`src/rtl/seq_mult_pkg.sv`:
```
// Shared encodings and widths for the sequential 8x8 multiplier controller.
// The controller builds the product from four 4x4 nibble products.
package seq_mult_pkg;

    localparam int OPND_W = 8;
    localparam int PROD_W = 8;
    localparam int RES_W  = 16;

    typedef enum logic [2:0] {
        S_IDLE      = 3'd0,
        S_CLEAR     = 3'd1,
        S_LSB       = 3'd2,
        S_MID       = 3'd3,
        S_MSB       = 3'd4,
        S_CALC_DONE = 3'd5,
        S_ERR       = 3'd6
    } state_t;

    typedef enum logic [1:0] {
        SEL_ALO_BLO = 2'b00,
        SEL_ALO_BHI = 2'b01,
        SEL_AHI_BLO = 2'b10,
        SEL_AHI_BHI = 2'b11
    } in_sel_t;

    typedef enum logic [1:0] {
        SHIFT_0 = 2'b00,
        SHIFT_4 = 2'b01,
        SHIFT_8 = 2'b10
    } shift_t;

    // A step is legal when the counter value matches what the state expects.
    function automatic logic step_legal(input state_t s, input logic [1:0] c);
        case (s)
            S_LSB:   return c == 2'd0;
            S_MID:   return (c == 2'd1) || (c == 2'd2);
            S_MSB:   return c == 2'd3;
            default: return 1'b0;
        endcase
    endfunction

endpackage

```
`src/rtl/shift_acc.sv`:
```
// Shift-and-accumulate datapath: adds the shifted nibble product into a
// 16-bit accumulator; clr (or reset) zeroes it.
module shift_acc
    import seq_mult_pkg::*;
(
    input  logic              clk,
    input  logic              reset,
    input  logic [PROD_W-1:0] prod_in,
    input  logic [1:0]        shift_sel,
    input  logic              en,
    input  logic              clr,
    output logic [RES_W-1:0]  acc
);

    logic [RES_W-1:0] addend;

    always_comb begin
        // NOTE: every path assigns addend, so no latch is inferred.
        addend = RES_W'(prod_in);
        case (shift_sel)
            SHIFT_4: addend = RES_W'(prod_in) << 4;
            SHIFT_8: addend = RES_W'(prod_in) << 8;
            default: addend = RES_W'(prod_in);
        endcase
    end

    always_ff @(posedge clk) begin
        // NOTE: non-blocking assignments keep register updates order-independent.
        if (reset || clr) begin
            acc <= '0;
        end else if (en) begin
            acc <= acc + addend;
        end
    end

endmodule

```
`src/rtl/seq_mult_ctrl.sv`:
```
// Sequencing FSM for an 8x8 multiply built from four nibble products, driving
// an external 2-bit step counter and the shift_acc datapath.
module seq_mult_ctrl
    import seq_mult_pkg::*;
(
    input  logic              clk,
    input  logic              reset,
    input  logic              start,
    input  logic [1:0]        count,
    input  logic [PROD_W-1:0] prod_in,
    output logic [1:0]        input_sel,
    output logic [1:0]        shift_sel,
    output logic              clk_ena,
    output logic              sclr_n,
    output logic [2:0]        state_out,
    output logic              done,
    output logic              err,
    output logic [RES_W-1:0]  product
);

    state_t state;
    state_t state_nx;
    logic   step_state;
    logic   acc_en;
    logic   acc_clr;

    assign step_state = state inside {S_LSB, S_MID, S_MSB};
    assign acc_en     = step_legal(state, count);
    assign acc_clr    = (state == S_CLEAR);
    assign state_out  = state;

    always_comb begin
        state_nx = state;
        case (state)
            S_IDLE:  if (start) state_nx = S_CLEAR;
            S_CLEAR: state_nx = S_LSB;
            S_LSB:   state_nx = (count == 2'd0) ? S_MID : S_ERR;
            S_MID: begin
                if (count == 2'd1)      state_nx = S_MID;
                else if (count == 2'd2) state_nx = S_MSB;
                else                    state_nx = S_ERR;
            end
            S_MSB:   state_nx = (count == 2'd3) ? S_CALC_DONE : S_ERR;
            // Held start parks here so one request never retriggers.
            S_CALC_DONE, S_ERR: if (!start) state_nx = S_IDLE;
            default: state_nx = S_IDLE;
        endcase
    end

    // Select decode follows the live counter so prod_in matches this step.
    always_comb begin
        input_sel = SEL_ALO_BLO;
        shift_sel = SHIFT_0;
        if (step_state) begin
            case (count)
                2'd1: begin input_sel = SEL_ALO_BHI; shift_sel = SHIFT_4; end
                2'd2: begin input_sel = SEL_AHI_BLO; shift_sel = SHIFT_4; end
                2'd3: begin input_sel = SEL_AHI_BHI; shift_sel = SHIFT_8; end
                default: begin input_sel = SEL_ALO_BLO; shift_sel = SHIFT_0; end
            endcase
        end
    end

    // Moore outputs are registered from the next state so they align with it.
    always_ff @(posedge clk) begin
        if (reset) begin
            state   <= S_IDLE;
            done    <= 1'b0;
            err     <= 1'b0;
            clk_ena <= 1'b0;
            sclr_n  <= 1'b1;
        end else begin
            state   <= state_nx;
            done    <= (state_nx == S_CALC_DONE);
            err     <= (state_nx == S_ERR);
            clk_ena <= state_nx inside {S_LSB, S_MID, S_MSB};
            sclr_n  <= (state_nx != S_CLEAR);
        end
    end

    shift_acc u_shift_acc (
        .clk       (clk),
        .reset     (reset),
        .prod_in   (prod_in),
        .shift_sel (shift_sel),
        .en        (acc_en),
        .clr       (acc_clr),
        .acc       (product)
    );

endmodule

```
`config.mk`:
```
export PLATFORM = sky130hd
export DESIGN_NAME = seq_mult_ctrl
export DESIGN_NICKNAME = d
export VERILOG_FILES = /design/src/rtl/seq_mult_pkg.sv /design/src/rtl/shift_acc.sv /design/src/rtl/seq_mult_ctrl.sv
export SDC_FILE = /design/constraint.sdc
export NUM_CORES = 1
export LEC_CHECK = 0
export BUFFER_PORTS_ARGS = -buffer_cell sky130_fd_sc_hd__buf_2
export CORE_MARGIN = 5
export CORE_UTILIZATION = 35
export DETAILED_ROUTE_END_ITERATION = 10
export PLACE_DENSITY = 0.59
export SETUP_SLACK_MARGIN = 0.2
export SLEW_MARGIN = 10
export SYNTH_ARGS = -nofsm -noshare
export SYNTH_HDL_FRONTEND = slang
export SYNTH_SLANG_ARGS = --single-unit
```
`constraint.sdc`:
```
create_clock -name clk -period 4.7 [get_ports clk]
set_clock_uncertainty 0.05 [all_clocks]
set_input_delay 0.47 -clock clk [delete_from_list [all_inputs] [get_ports clk]]
set_output_delay 0.47 -clock clk [all_outputs]
set_load 0.01 [all_outputs]
```
==> key figures, run 1 <==
Clocking
  – CTS root buffer: clkbuf_8
  – Clock buffer depth: 2
  – Cts hold-fix bufs: 0
  – Worst-path clk slew: 0.09 ns
  – Clock Latency Late Sink: 0.27 ns
  – Buffer count from post-CTS setup fixing: 0
  – CTS Buf Count: 3
  – H-tree depth: 1
  – Number of clock sinks: 23
  – Post-CTS sizing: 0
  – CTS tree: done

Global routing
  – All-Layer GR Usage: 14.1%
  – Antenna violations before repair: 0
  – Vias in the first global route: 1,830
  – Grt ovf: 0
  – First-pass GRT wire length: 8540 um
  – Largest net degree at the start of global routing: 22

Layout
  – Fin nets: 330
  – Filler instances: 594
  – Fin area: 2290 um2
  – # diodes: 0
  – Share of cells above drive strength 1: 19.9%
  – Area Overhead vs Synth: 14.4%

Run
  – Max-Cap Viols: 0

Worst setup path
  – Crit path depth: 14
  – Setup crit end kind: flop
  – Worst path top cell family by delay: compound AO/OA/AOI/OAI gates
  – Critical path data arrival time: 4.17 ns
  – Crit-path slowest cell: dfxtp_1
  – CP Buf/Inv Count: 1
  – Worst-path cell chain: nor2_1, a21oi_1, nand2b_1, inv_1, ha_1, and2_1, ha_1, fa_1, a211oi_2, nor4_2, o31a_1, o21ai_1, a2111oi_1, a311o_1
  – Crit-path max FO: 16
  – Worst path required time: 4.81 ns
  – R2R Setup Slk: 0.64 ns
  – R2R depth: 14
  – CP dominant cell by count: ha_1
  – Worst setup SP type: flop
  – Crit path kind: flop to flop
  – RR Endpoint: u_shift_acc.acc[12]
  – Max incr delay on CP: 0.57 ns
  – Reg2reg start: state_out[0]

Timing
  – Unrepaired setup endpoints after global routing: false
  – Final setup viols: 0
  – TNS Setup: 0 ns
  – Pins Over Slew Limit: 0
  – Slew headroom: 48.2%
  – Crit share post-route: 86.4%
  – Fmax: 246 MHz
  – Clock period minus final worst setup slack: 4.06 ns
  – Hold Vio Cnt, Final: 0
  – Worst Max-Slew Pin Slew: 0.777 ns

Place
  – IO buf count: 39
  – Area after DPL: 2250 um2
  – DP Wirelength: 4000 um
  – GPL Wtd Cong: 0.855

Hold path
  – Hold EP: clk_ena
  – Hold Path Class: input port to flop
  – Hold path startpoint: reset
  – Hold path depth: 2

Power and ir drop
  – Leak pwr: 0.00101 uW
  – Power density over cell area: 302 nW/um2
  – VDD IR-drop max: 0.161 mV

Drt
  – Met3 routed WL: 251 um
  – DR WL/cell: 14.1 um
  – Met1 WL: 2480 um
  – Initial DRC count: 83
  – Met2 WL: 2370 um
  – Uppermost layer routed: met4
  – Via count: 1,954
  – Post-route DRC violation count: 0
  – 1st-pass router iterations: 4
  – Antenna-violating nets left: 0
  – Number of vias per cell: 5.37
  – WL final: 5130 um

Floorplanning
  – Row cnt: 27
  – Die Ht: 85.7 um
  – Die ar.: 7340 um2
  – # IOs: 40
  – Initial Util: 36.2%
  – Die X: 85.7 um
  – Core area: 5540 um2

Yosys
  – Synth Warn #: 0
  – Synth area leader: dfxtp_1
  – Top cell type's share of synthesized area: 23.0%
  – Sequential share of the synthesized area: 23.0%
  – Cell Area, Synth: 2000 um2
  – Count leader, synth: nand2_1
  – Top cells by area, synth: dfxtp_1 23%, ha_1 14%, a21oi_1 6.5%, nand2_1 6.0%, nor2_1 4.1%
  – Synth Net Count: 295
  – Number of flops mapped to enable cells by yosys: 0
  – Top cells by count, synth: 32 x nand2_1, 26 x a21oi_1, 23 x dfxtp_1, 23 x ha_1, 22 x nor2_1
  – Async set or reset register ratio after synthesis: 0%
  – #FFs+latches synth: 23
  – Most used flip-flop cell after synthesis: dfxtp_1
  – Synth Instances: 258
  – Syn Area/Cell: 7.76 um2
  – Cell variety after synth: 59

Run status
  – Outcome: finished clean
## routing by layer
metal,global-route usage [%],vias to the layer above
met5,0,-
met4,3.31,0
met3,3.07,4
met2,23.8,44
met1,18.2,890
li1,-,1016
## per-stage QoR
stage                     setup WS, ns  power (uW)  hold WS, ns  util (%)  cells
after CTS                        0.642         703        0.379      41.4    364
final                            0.638         692        0.391      41.4    364
after global placement           0.773         566        0.419      40.5    360
after global routing             0.301         749        0.379      41.4    364
after floorplan                   1.15         484        0.442         -    258
after detailed placement         0.672         567        0.418      40.5    360
## cells in the final DEF, fill, tap and decap left out, drive strengths merged, types with 2 or more instances in the layout
| cell | count |
|---|---|
| buf | 40 |
| nand2 | 33 |
| a21oi | 27 |
| ha | 23 |
| dfxtp | 23 |
| nor2 | 23 |
| nand3 | 14 |
| o21ai | 12 |
| inv | 9 |
| nor3 | 8 |
| and2 | 7 |
| a21o | 6 |
| a211oi | 6 |
| a22oi | 5 |
| nand2b | 4 |
| xnor2 | 4 |
| and3 | 4 |
| clkbuf | 3 |
| o211ai | 3 |
| nor2b | 2 |
| o21a | 2 |
| mux2i | 2 |
| o31ai | 2 |
| or4 | 2 |
| nand4 | 2 |
| a311o | 2 |
| a31oi | 2 |
| a221oi | 2 |
| nor4 | 2 |
## final cells by class
cell class	instances	area (um2)	share of cell area [%]
inverter	9	33.8	1.47
clock buffer	3	41.3	1.80
tap	72	90.1	3.93
clock inverter	1	5.00	0.218
multi-input combinational	216	1460	63.6
sequential	23	460	20.1
timing repair buffer	40	203	8.84
## power by group
part	leakage, uW	internal (uW)	switching, uW
clock network	0.0000255	59.3	68.9
registers	0.000187	216	25.1
logic	0.000801	123	200
total	0.00101	398	294
## worst register-to-register path: stages, from the launching register on
cell and delay, ns:
dfxtp_1 0.57, nor2_1 0.18, a21oi_1 0.29, nand2b_1 0.17, inv_1 0.06, ha_1 0.42
and2_1 0.23, ha_1 0.22, fa_1 0.44, a211oi_2 0.30, nor4_2 0.09, o31a_1 0.33
o21ai_1 0.17, a2111oi_1 0.11, a311o_1 0.33
## kinds of logic after synthesis
family	count (synthesis)	synth area share, %
AND/OR/NAND/NOR	105	25.7
AO/OA/AOI/OAI	78	27.5
adder cells (fa/ha/maj)	25	15.9
flip-flops	23	23.0
buffers and inverters	19	4.18
XOR/XNOR	5	2.19
multiplexers	3	1.56
## sequential cells by signal (all words and copies together) (netlist names)
name             flops
done                 1
err                  1
state_out            3
u_shift_acc.acc     16
clk_ena              1
sclr_n               1
## how the worst max path moves through the flow
| stage | startpoint | end | slack (ns) |
|---|---|---|---|
| floorplan | state_out[1] | u_shift_acc.acc[12] | 1.15 |
| global placement | state_out[0] | u_shift_acc.acc[12] | 0.77 |
| detailed placement | state_out[0] | u_shift_acc.acc[12] | 0.67 |
| CTS | state_out[0] | u_shift_acc.acc[12] | 0.64 |
| global route | state_out[0] | u_shift_acc.acc[12] | 0.30 |
| finish | state_out[0] | u_shift_acc.acc[12] | 0.64 |
Note: power is estimated with default switching activity, not from simulation.
==> run 2, diff against run 1 <==
--- a/config.mk
+++ b/config.mk
@@ -7,9 +7,10 @@
 export LEC_CHECK = 0
 export BUFFER_PORTS_ARGS = -buffer_cell sky130_fd_sc_hd__buf_2
 export CORE_MARGIN = 5
-export CORE_UTILIZATION = 35
+export CORE_UTILIZATION = 55
 export DETAILED_ROUTE_END_ITERATION = 10
-export PLACE_DENSITY = 0.59
+export PLACE_DENSITY = 0.84
+export REMOVE_ABC_BUFFERS = 1
 export SETUP_SLACK_MARGIN = 0.2
 export SLEW_MARGIN = 10
 export SYNTH_ARGS = -nofsm -noshare
==> key figures, run 2 (synthesized netlist as in run 1, its figures left out) <==
Layout
  – Filler instances: 334
  – Share of cells above drive strength 1: 19.5%
  – # diodes: 0
  – Most common cell after layout, fill and taps aside: buf_2
  – Largest register FFs: 16
  – Area Overhead vs Synth: 12.9%
  – Commonest cells after routing, fill and taps aside: 39 x buf_2, 32 x nand2_1, 26 x a21oi_1
  – Post-Route Utilization: 62.7%
  – Register with the most flip-flops: u_shift_acc.acc
  – Fin area: 2260 um2
  – Fin nets: 330

Worst setup path
  – Crit path kind: flop to flop
  – Worst path required time: 4.81 ns
  – Crit-path max FO: 16
  – Setup crit end kind: flop
  – Reg2reg start: state_out[0]
  – R2R Setup Slk: 0.62 ns
  – Worst setup SP type: flop
  – RR Endpoint: u_shift_acc.acc[12]
  – Critical path data arrival time: 4.20 ns
  – R2R depth: 14

Hold path
  – Hold path depth: 2
  – Hold path startpoint: reset
  – Hold EP: clk_ena
  – Hold Path Class: input port to flop

Floorplanning
  – Die ar.: 4950 um2
  – Core area: 3610 um2
  – Die Ht: 70.4 um
  – Die X: 70.4 um
  – Row cnt: 22
  – Initial Util: 55.6%
  – # IOs: 40

Drt
  – Antenna-violating nets left: 0
  – Post-route DRC violation count: 0
  – Via count: 2,049
  – Initial DRC count: 142
  – DR WL/cell: 14.6 um
  – WL final: 4980 um
  – Number of vias per cell: 6.03
  – 1st-pass router iterations: 5

Power and ir drop
  – VDD IR-drop max: 0.165 mV
  – Power density over cell area: 307 nW/um2
  – Leak pwr: 0.00101 uW
  – Overall power: 695 uW

Timing
  – Unrepaired setup endpoints after global routing: false
  – Fmax: 245 MHz
  – Final worst slack: 0.616 ns
  – Crit share post-route: 86.9%
  – Final setup viols: 0
  – Worst Max-Slew Pin Slew: 0.787 ns
  – TNS Setup: 0 ns
  – Hold Vio Cnt, Final: 0
  – Pins Over Slew Limit: 0
  – Slew headroom: 47.5%
  – Clock period minus final worst setup slack: 4.08 ns

Place
  – IO buf count: 39
  – DP Wirelength: 3830 um
  – Pre-CTS setup slack: 0.697 ns
  – GPL Wtd Cong: 0.911
  – Area after DPL: 2220 um2

Clocking
  – Cts hold-fix bufs: 0
  – CTS root buffer: clkbuf_8
  – H-tree depth: 1
  – CTS Buf Count: 3
  – Number of clock sinks: 23
  – Worst-path clk slew: 0.09 ns
  – CTS tree: done
  – Clock Latency Late Sink: 0.27 ns
  – Clock buffer depth: 2
  – Buffer count from post-CTS setup fixing: 0
  – Post-CTS sizing: 0

Global routing
  – All-Layer GR Usage: 20.1%
  – Largest net degree at the start of global routing: 18
  – Antenna violations before repair: 0
  – First-pass GRT wire length: 8360 um
  – Vias in the first global route: 1,834
  – Grt ovf: 0

Run status
  – Outcome: finished clean

Run
  – Max-Cap Viols: 0
-- run 2: per-stage QoR --
stage               hold WS (ns)  cells
floorplan                  0.442    248
global placement           0.410    336
detailed placement         0.417    336
CTS                        0.378    340
global route               0.379    340
finish                     0.372    340
-- run 2: worst max-delay path by stage --
stage,from,end,cells past startpoint
after global placement,state_out[0],u_shift_acc.acc[12],14
final,state_out[0],u_shift_acc.acc[12],14
after floorplan,state_out[0],u_shift_acc.acc[12],14
after CTS,state_out[0],u_shift_acc.acc[12],14
after detailed placement,state_out[0],u_shift_acc.acc[12],14
after global routing,state_out[0],u_shift_acc.acc[12],14
-- run 2: routing by layer --
| metal | global-route usage [%] | wire [um] |
|---|---|---|
| met1 | 27.0 | 2250 |
| met2 | 34.2 | 2390 |
| met3 | 3.17 | 301 |
| met4 | 3.19 | 40 |
| met5 | 0 | 0 |
-- run 2: cell type report --
cell class / instances / area (um2) / area share [%]
sequential: 23 / 460 / 20.4
timing repair buffer: 40 / 203 / 8.97
tap: 48 / 60.1 / 2.66
multi-input combinational: 216 / 1460 / 64.5
clock buffer: 4 / 45.0 / 1.99
inverter: 9 / 33.8 / 1.49
-- run 2: worst max-delay path, stage by stage (launching register included) --
cell and delay, ns:
dfxtp_1 0.58, nor2_1 0.17, a21oi_1 0.28, nand2b_1 0.17, inv_1 0.06, ha_1 0.44
and2_1 0.23, ha_1 0.22, fa_1 0.44, a211oi_2 0.30, nor4_2 0.10, o31a_1 0.34
o21ai_1 0.15, a2111oi_1 0.10, a311o_1 0.32
-- run 2: report_power, final --
| group | internal [uW] | total [uW] | switching [uW] |
|---|---|---|---|
| registers | 216 | 240 | 24.0 |
| clock network | 60.6 | 130 | 69.5 |
| logic | 123 | 325 | 201 |
| total | 400 | 695 | 295 |
